$ cat config.mk
export PLATFORM = sky130hd
export DESIGN_NAME = mon_sat_counter
export DESIGN_NICKNAME = d
export VERILOG_FILES = /design/src/rtl/test_result_monitor_sat_counter.sv
export SDC_FILE = /design/constraint.sdc
export NUM_CORES = 1
export LEC_CHECK = 0
export ABC_AREA = 0
export CAP_MARGIN = 5
export CORE_UTILIZATION = 45
export CTS_CLUSTER_DIAMETER = 50
export CTS_CLUSTER_SIZE = 16
export DETAILED_ROUTE_END_ITERATION = 7
export PLACE_DENSITY = 0.72
export SLEW_MARGIN = 20
export SYNTH_ARGS = -nofsm -noshare
export SYNTH_HDL_FRONTEND = slang
export SYNTH_SLANG_ARGS = --single-unit
$ cat constraint.sdc
create_clock -name clk -period 7.2 [get_ports clk]
set_clock_uncertainty 0.2 [all_clocks]
set_input_delay 2.16 -clock clk [delete_from_list [all_inputs] [get_ports clk]]
set_output_delay 2.16 -clock clk [all_outputs]
set_load 0.02 [all_outputs]
$ cat src/rtl/test_result_monitor_sat_counter.sv
// Saturating up-counter: async reset, synchronous clear (wins over enable),
// holds at all-ones instead of wrapping.
module mon_sat_counter #(
    parameter int W = 32
) (
    input  logic         clk,
    input  logic         rst,
    input  logic         en,
    input  logic         clr,
    output logic [W-1:0] count
);

    localparam logic [W-1:0] MAX_VAL = '1;

    // Count enabled cycles, clear on request, stick at the maximum.
    always_ff @(posedge clk or posedge rst) begin
        if (rst) begin
            count <= '0;
        end else if (clr) begin
            count <= '0;
        end else if (en && (count != MAX_VAL)) begin
            count <= count + 1'b1;
        end
    end

endmodule

==> results of run 1 <==
==> report_power, final <==
group          total (mW)  switching, mW  internal, mW  leakage, nW
clock network       0.139         0.0633        0.0761       0.0510
registers           0.182        0.00138         0.181        0.446
logic              0.0160         0.0107       0.00532        0.319
total               0.338         0.0754         0.262        0.815
==> placed cells by master, fill, tap and decap left out, types with 2 or more instances in the layout <==
cell type	n
clkbuf_8	6
clkinv_2	2
xnor2_1	2
nand2_1	11
dfrtp_1	32
and4_1	4
nor4_1	3
a21oi_1	27
or4_1	14
inv_1	8
o21ai_0	12
nor2_1	6
nand3_1	10
or3_1	12
nand4_1	6
o41ai_2	2
and3_1	3
clkdlybuf4s50_1	34
buf_4	2
o31ai_1	15
==> per-layer routing <==
metal	track usage, %	vias up	part of all wire [%]
li1	-	801	-
met1	27.9	821	45
met2	35.1	42	50
met3	5.18	2	4.7
met4	7.50	0	0.29
met5	0	-	0
==> cell type report <==
cell class                 count  area (µm²)  area share [%]
tap                           48        60.1            2.69
clock buffer                   6        82.6            3.70
timing repair buffer          37         360            16.2
multi-input combinational    140         886            39.7
inverter                       8        30.0            1.35
clock inverter                 2        10.0           0.449
sequential                    32         801            35.9
==> how the worst min path moves through the flow <==
stage / startpoint / endpoint / slack [ps] / depth (start not counted)
5_1_grt: count[15]$_DFFE_PP0P_ / count[15]$_DFFE_PP0P_ / 410 / 2
6_report: count[31]$_DFFE_PP0P_ / count[31]$_DFFE_PP0P_ / 370 / 2
3_5_place_dp: count[31]$_DFFE_PP0P_ / count[31]$_DFFE_PP0P_ / 370 / 2
2_1_floorplan: count[31]$_DFFE_PP0P_ / count[31]$_DFFE_PP0P_ / 440 / 2
3_3_place_gp: count[31]$_DFFE_PP0P_ / count[31]$_DFFE_PP0P_ / 350 / 2
4_1_cts: count[31]$_DFFE_PP0P_ / count[31]$_DFFE_PP0P_ / 380 / 2
==> cells by family (layout without fill, tap and decap cells) <==
kind of cell / count (synthesis) / after routing
mux: 1 / 1
xor+xnor: 3 / 3
compound gates: 61 / 61
fa+ha+maj: 1 / 1
buf+inv: 14 / 53
flops: 32 / 32
simple gates: 74 / 74
==> critical path: stages <==
cell and delay [ps]:
clkdlybuf4s50_1 530, nand4_1 260, nor3_1 350, o311ai_1 150
buf_4 200, or4_1 510, a21oi_1 150
==> metrics.yaml, run 1 <==
floorplan:
  coreArea_um2: 3690
  die_h_um: 64.2
  die_w_um: 64.2
  fp-row-count: 22
  start_util_pct: 47.2
  die_area_um2: 4120
  io_pins: 36
logic_synthesis:
  synth_edf_count: 0
  netlist_instances: 186
  syn_area_per_cell_um2: 9.36
  async_reset_ff_share_pct: 100
  ys_warn_count: 0
  synthMuxAreaShare_pct: 0.575
  synth_top_family_by_area: "simple AND/OR/NAND/NOR gates"
  ys_ff_latch: 32
  synth_simple_gate_area_share_pct: 25.9
  yosysTopAreaCellShare_pct: 46.0
  synth_compound_area_share_pct: 21.8
  synthFlopType: "dfrtp_1"
  netlist_top_cells_area: "dfrtp_1 (46%), a21oi_1 (7.8%), o31ai_1 (6.5%)"
  synth_xor_area_share_pct: 1.51
  ys_seq_area_share_pct: 46.0
  synth_area_leader_cell: "dfrtp_1"
  syn_area_um2: 1740
  synth_fa_ha_area_share_pct: 0.719
  synth_common_cells: "dfrtp_1 (32), a21oi_1 (27), o31ai_1 (15)"
  yosysMostFrequentCell: "dfrtp_1"
  syn_nets: 191
  synth.distinct_cells: 33
power_and_ir_drop:
  p_leak_nw: 0.815
  power_mw: 0.338
  max-vdd-ir-drop_v: 0.000118
  power_density_nw_per_um2: 151
clock_tree:
  ctsRootBufferMaster: "clkbuf_8"
  cts_tree: "built"
  ctsHtreeMaxLevel: 2
  cts_buffers: 5
  cts_post_setup_buffers_inserted: 0
  path_clk_slew_ps: 70
  insertion_delay_ps: 280
  ctsHoldBuffers: 0
  cts-resized-gates: 0
  cts_sinks: 32
  cts_buffer_depth: 2
finish:
  final_util_pct: 60.4
  diodes: 0
  syn2layout_area_growth_pct: 28.1
  fill_cells: 338
  largest_reg_flops: 32
  regMostFlops: "count"
  largestRegisters: "count: 32 flops"
  fin_nets: 229
  fin_cells: 273
  design_area_um2: 2230
  final_layout_size_suffix_gt1_share_pct: 7.56
grt:
  grt_pass1_wl_um: 6870
  grt_pass1_vias: 1503
  gr-total-overflow: 0
  grt_use_total_pct: 21.6
  antenna_found_initial: 0
  grt_max_degree: 33
critical_path:
  critical_path_arrival_ps: 4310
  timing.rr.start: "count[0]$_DFFE_PP0P_"
  end_kind: "register"
  worst-path-max-fanout: 15
  critPathLaunchType: "primary input"
  crit_start: "en"
  ff2ff_path_depth: 6
  crit_required_ps: 7210
  rr_endpoint: "count[30]$_DFFE_PP0P_"
  reg2reg_setup_slack_ps: 4610
  cp-endpoint: "count[27]$_DFFE_PP0P_"
  worst-setup-path-type: "in2reg"
placement:
  dp_cells: 265
  dp_hpwl_um: 2860
  placed_area_um2: 2130
  io_buffer_count: 35
  place.gp.congestion: 0.792
  dp_slack_ps: 2640
route:
  wl_um: 4100
  first_iter_violations: 93
  drc: 0
  detail-route-antenna-nets: 0
  via_count: 1666
  first_pass_iters: 4
  avgViaCountPerCell: 6.10
  wl_per_cell_um: 15.0
run_status:
  outcome: "completed"
sta:
  setup_violations: 0
  max_freq_mhz: 232
  max_slew_margin_pct: 48.1
  final.setup.worst_slack_ps: 2900
  finalHoldViolations: 0
  drv_slew: 0
  post-route-min-period_ps: 4300
  rsz0062_at_grt: "no"
  finalCritPeriodShare_pct: 59.8
  finalSetupTns_ps: 0
  hold_slack_ps: 375
  tightest_slew_ps: 772
hold_path:
  hold_path.class: "reg2reg"
job:
  cap_violations: 0
Note: power is estimated with default switching activity, not from simulation.
==> inputs of run 2 (changes only) <==
- PLACE_DENSITY: 0.72 -> 0.74
- clock period: 7.2 -> 3.7 ns (I/O delays scaled with it)
==> run 2 against run 1 <==
Net effect: core utilization grew 0.34 points; total power up 97%; non-clock buffer count increased by 1; die area unchanged; via count rose by 0.18%; sequential power increased by 95%.
==> metrics.yaml, run 2 (synthesized netlist as in run 1, its figures left out) <==
power_and_ir_drop:
  power_density_nw_per_um2: 297  # +96%
  power_mw: 0.666  # +97%
  p_leak_nw: 0.820  # +0.59%
  max-vdd-ir-drop_v: 0.000274  # +130%
placement:
  io_buffer_count: 35  # unchanged
  place.gp.congestion: 0.800  # +1.0%
  dp_hpwl_um: 2850  # -0.44%
finish:
  final_cell_mix: "clkdlybuf4s50_1 (35), dfrtp_1 (32), a21oi_1 (27), o31ai_1 (15), or4_1 (14)"
  fill_cells: 338  # unchanged
  syn2layout_area_growth_pct: 28.8
  diodes: 0  # unchanged
  largestRegisters: "count: 32 flops"
  regMostFlops: "count"
  largest_reg_flops: 32  # unchanged
  final_common_cell: "clkdlybuf4s50_1"
  final_layout_size_suffix_gt1_share_pct: 7.52  # -0.033 points
  fin_nets: 230  # +0.44%
grt:
  gr-total-overflow: 0  # unchanged
  antenna_found_initial: 0  # unchanged
  grt_use_total_pct: 22.2  # +0.67 points
  grt_pass1_vias: 1591  # +5.9%
  grt_max_degree: 33  # unchanged
  grt_pass1_wl_um: 7040  # +2.5%
job:
  cap_violations: 0  # unchanged
critical_path:
  critical_path_arrival_ps: 3250  # -1060 ps
  rr_endpoint: "count[28]$_DFFE_PP0P_"
  worst-setup-path-type: "in2reg"
  reg2reg_setup_slack_ps: 1130  # -3480 ps
  end_kind: "register"
  critPathLaunchType: "primary input"
  crit_required_ps: 3710  # -3500 ps
  timing.rr.start: "count[0]$_DFFE_PP0P_"
  crit_start: "en"
  worst-path-max-fanout: 15  # unchanged
  ff2ff_path_depth: 6  # unchanged
  cp-endpoint: "count[27]$_DFFE_PP0P_"
clock_tree:
  cts_buffers: 5  # unchanged
  cts-resized-gates: 0  # unchanged
  path_clk_slew_ps: 70  # about the same
  cts_post_setup_buffers_inserted: 0  # unchanged
  insertion_delay_ps: 290  # about the same
  ctsRootBufferMaster: "clkbuf_8"
  ctsHoldBuffers: 0  # unchanged
  cts_buffer_depth: 2  # unchanged
  cts_tree: "built"
  ctsHtreeMaxLevel: 2  # unchanged
  cts_sinks: 32  # unchanged
sta:
  finalSetupTns_ps: 0  # unchanged
  finalCritPeriodShare_pct: 87.6
  setup_violations: 0  # unchanged
  rsz0062_at_grt: "no"
  post-route-min-period_ps: 3240
  max_slew_margin_pct: 48.4  # +0.34 points
  drv_slew: 0  # unchanged
  max_freq_mhz: 309
  tightest_slew_ps: 765  # -6.89 ps
  finalHoldViolations: 0  # unchanged
floorplan:
  start_util_pct: 47.2  # unchanged
  die_area_um2: 4120  # unchanged
  fp-row-count: 22  # unchanged
  die_h_um: 64.2  # unchanged
  coreArea_um2: 3690  # unchanged
  io_pins: 36  # unchanged
  die_w_um: 64.2  # unchanged
route:
  detail-route-antenna-nets: 0  # unchanged
  via_count: 1669  # +0.18%
  first_pass_iters: 6  # +2
  avgViaCountPerCell: 6.09  # -0.19%
  first_iter_violations: 82  # -12%
  wl_um: 4120  # +0.49%
  wl_per_cell_um: 15.0  # +0.12%
  drc: 0  # unchanged
hold_path:
  hold_path.class: "reg2reg"
run_status:
  outcome: "completed"
==> run 2: cell count changes in the layout (fill, tap and decap cells not counted), sizes merged <==
cell and delta:
clkdlybuf4s50 +1
==> run 2: cell type report <==
class | count | area (µm²) | area share, %
Multi-Input combinational cell | 140 | 886 | 39.5
Sequential cell | 32 | 801 | 35.7
Timing Repair Buffer | 38 | 373 | 16.6
Clock buffer | 6 | 82.6 | 3.68
Tap cell | 48 | 60.1 | 2.68
Inverter | 8 | 30.0 | 1.34
Clock inverter | 2 | 10.0 | 0.446
==> run 2: metal layers <==
metal  vias to the layer above  track usage (%)  share of wire, %
met5                         -                0                 0
met4                         0             10.8               1.1
met3                         6             5.36               4.6
met2                        36             36.4                49
met1                       822             27.3                45
li1                        805                -                 -
==> run 2: per-stage QoR <==
stage	utilization, %	setup slack [ps]	hold slack (ps)	cell area [µm²]	std cells
after floorplan	-	979	440	1740	186
after global placement	58.1	338	359	2140	266
after detailed placement	58.1	217	367	2140	266
after CTS	60.6	521	378	2230	274
after global routing	60.8	322	412	2240	274
final	60.8	459	375	2240	274
==> run 2: worst min path at each step <==
stage                          start               endpoint  slack [ps]  depth (start not counted)
2_1_floorplan  count[31]$_DFFE_PP0P_  count[31]$_DFFE_PP0P_         440                          2
4_1_cts        count[15]$_DFFE_PP0P_  count[15]$_DFFE_PP0P_         380                          2
3_5_place_dp   count[15]$_DFFE_PP0P_  count[15]$_DFFE_PP0P_         370                          2
3_3_place_gp   count[15]$_DFFE_PP0P_  count[15]$_DFFE_PP0P_         360                          2
5_1_grt         count[7]$_DFFE_PP0P_   count[7]$_DFFE_PP0P_         410                          2
6_report       count[15]$_DFFE_PP0P_  count[15]$_DFFE_PP0P_         380                          2
==> run 2: power by group <==
group / internal, mW / switching (mW)
registers: 0.352 / 0.00279
clock network: 0.148 / 0.131
logic: 0.0116 / 0.0207
==> run 2: worst max-delay path, stage by stage <==
cell             delay (ps)
clkdlybuf4s50_1         520
nand4_1                 240
nor3_1                  340
o311ai_1                150
buf_4                   200
or4_1                   510
a21oi_1                 170
==> inputs of run 3 (changes only) <==
- CORE_UTILIZATION: 45 -> 42
- PLACE_DENSITY: 0.74 -> 0.68
- REMOVE_ABC_BUFFERS: not set -> 1
- clock period: 3.7 -> 4.18 ns (I/O delays scaled with it)
==> run 3 against run 2 <==
Net effect: first-iteration DRC count down 11%; global-route usage down 0.46 points; critical path depth unchanged; cell count up 0.73%; clock power down 13%; sequential share of layout area about the same; sequential power down 11%; highest routed layer unchanged.
==> metrics.yaml, run 3 (synthesized netlist as in run 1, its figures left out) <==
power_and_ir_drop:
  max-vdd-ir-drop_v: 0.000186  # -32%
  p_comb_share_pct: 4.9  # about the same
  p_leak_nw: 0.820  # unchanged
  cellInternalPower_mw: 0.453  # -11%
  pwr-share-seq_pct: 53.6  # +0.3 points
  switching_share_pct: 22.8  # -0.36 points
  p_sw_mw: 0.134  # -13%
  clockPowerShare_pct: 41.5  # -0.4 points
  power_density_nw_per_um2: 261  # -12%
clock_tree:
  cts_buffers: 5  # unchanged
  insertion_delay_ps: 290  # about the same
  cts_buffer_depth: 2  # unchanged
  path_clk_slew_ps: 70  # about the same
  cts-resized-gates: 0  # unchanged
  ctsHoldBuffers: 0  # unchanged
  cts_post_setup_buffers_inserted: 0  # unchanged
  cts_tree: "built"
  cts_sinks: 32  # unchanged
  ctsHtreeMaxLevel: 2  # unchanged
  ctsRootBufferMaster: "clkbuf_8"
finish:
  syn2layout_area_growth_pct: 29.0
  regArea_um2: 801  # unchanged
  fin_cells: 276  # +0.73%
  diodes: 0  # unchanged
  regMostFlops: "count"
  fill_cells: 353  # +4.4%
  final_common_cell: "clkdlybuf4s50_1"
  final_cell_mix: "clkdlybuf4s50_1 (35), dfrtp_1 (32), a21oi_1 (27), o31ai_1 (15), or4_1 (14)"
  multi_input_area_um2: 886  # unchanged
  design_area_um2: 2240  # +0.11%
  largestRegisters: "count: 32 flops"
  largest_reg_flops: 32  # unchanged
  final_layout_size_suffix_gt1_share_pct: 7.52  # unchanged
  fin_nets: 230  # unchanged
placement:
  dp_slack_ps: 600  # +383 ps
  io_buffer_count: 35  # unchanged
  dp_cells: 268  # +0.75%
  place.gp.congestion: 0.788  # -1.5%
  placed_area_um2: 2140  # +0.12%
  dp_hpwl_um: 2910  # +2.3%
sta:
  post-route-min-period_ps: 3330
  drv_slew: 0  # unchanged
  max_slew_margin_pct: 47.8  # -0.67 points
  setup_violations: 0  # unchanged
  finalSetupTns_ps: 0  # unchanged
  tightest_slew_ps: 775  # +9.91 ps
  finalHoldViolations: 0  # unchanged
  rsz0062_at_grt: "no"
  max_freq_mhz: 300
  finalCritPeriodShare_pct: 79.8
  final.setup.worst_slack_ps: 846  # +387 ps
job:
  cap_violations: 0  # unchanged
grt:
  grt_max_degree: 33  # unchanged
  antenna_found_initial: 0  # unchanged
  grt_pass1_wl_um: 7090  # +0.78%
  gr-total-overflow: 0  # unchanged
  grt_use_total_pct: 21.8  # -0.46 points
  grt_pass1_vias: 1536  # -3.5%
route:
  wl_per_cell_um: 15.1  # +0.82%
  detail-route-antenna-nets: 0  # unchanged
  wl_um: 4180  # +1.6%
  first_pass_iters: 4  # -2
  drc: 0  # unchanged
  via_count: 1669  # unchanged
  avgViaCountPerCell: 6.05  # -0.72%
  first_iter_violations: 73  # -11%
floorplan:
  die_w_um: 66.4  # +3.4%
  coreArea_um2: 4000  # +8.4%
  start_util_pct: 43.5  # -3.7 points
  fp-row-count: 23  # +4.5%
  die_area_um2: 4400  # +6.9%
  io_pins: 36  # unchanged
  die_h_um: 66.4  # +3.4%
critical_path:
  worst-setup-path-type: "in2reg"
  end_kind: "register"
  crit_required_ps: 4200  # +490 ps
  worst-path-max-fanout: 15  # unchanged
  slowest_delay_ps: 520  # about the same
  critical_path_arrival_ps: 3350  # +100 ps
  critPathLaunchType: "primary input"
  slowest_stage: "clkdlybuf4s50_1"
  cp_cell_sequence: "clkdlybuf4s50_1 > nand4_1 > nor3_1 > o311ai_1 > buf_4 > or4_1 > a21oi_1"
run_status:
  outcome: "completed"
hold_path:
  hold_path.class: "reg2reg"
==> run 3: power by group through the flow <==
stage	clock network (mW)	registers, mW	logic [mW]
2_1_floorplan	0	0.322	0.0103
3_3_place_gp	0	0.320	0.0287
3_5_place_dp	0	0.320	0.0290
4_1_cts	0.250	0.315	0.0291
5_1_grt	0.265	0.314	0.0321
6_report	0.244	0.315	0.0286
==> run 3: cell type report <==
type,instances,area share [%]
Clock buffer,6,3.68
Clock inverter,2,0.446
Inverter,8,1.34
Multi-Input combinational cell,140,39.5
Sequential cell,32,35.7
Tap cell,50,2.79
Timing Repair Buffer,38,16.6
==> run 3: final timing paths <==
kind,slack (ps),cells past startpoint,start,end
hold / removal,370,2,count[31]$_DFFE_PP0P_,count[31]$_DFFE_PP0P_
min in group asynchronous,1160,3,rst,count[23]$_DFFE_PP0P_
hold reg to reg,370,2,count[31]$_DFFE_PP0P_,count[31]$_DFFE_PP0P_
max in group asynchronous,2330,3,rst,count[3]$_DFFE_PP0P_
setup / recovery,850,7,en,count[27]$_DFFE_PP0P_
setup reg to reg,1560,6,count[0]$_DFFE_PP0P_,count[30]$_DFFE_PP0P_
==> run 3: metrics by stage <==
step / hold WS (ps) / utilization (%) / total power, mW
finish: 370 / 56.1 / 0.587
global route: 395 / 56.1 / 0.612
CTS: 373 / 55.9 / 0.594
detailed placement: 362 / 53.6 / 0.349
global placement: 352 / 53.6 / 0.349
floorplan: 434 / - / 0.332
==> run 3: per-layer routing <==
| layer | wire (µm) | GRT usage, % | part of all wire (%) |
|---|---|---|---|
| met4 | 65 | 8.51 | 1.6 |
| met3 | 175 | 5.86 | 4.2 |
| met2 | 2030 | 36.1 | 49 |
| met1 | 1910 | 26.7 | 46 |
| met5 | 0 | 0 | 0 |
==> run 3: critical path: cells and delay by family <==
kind            cells  cell delay [ps]
simple gates        3             1070
buf+inv             2              720
compound gates      2              290
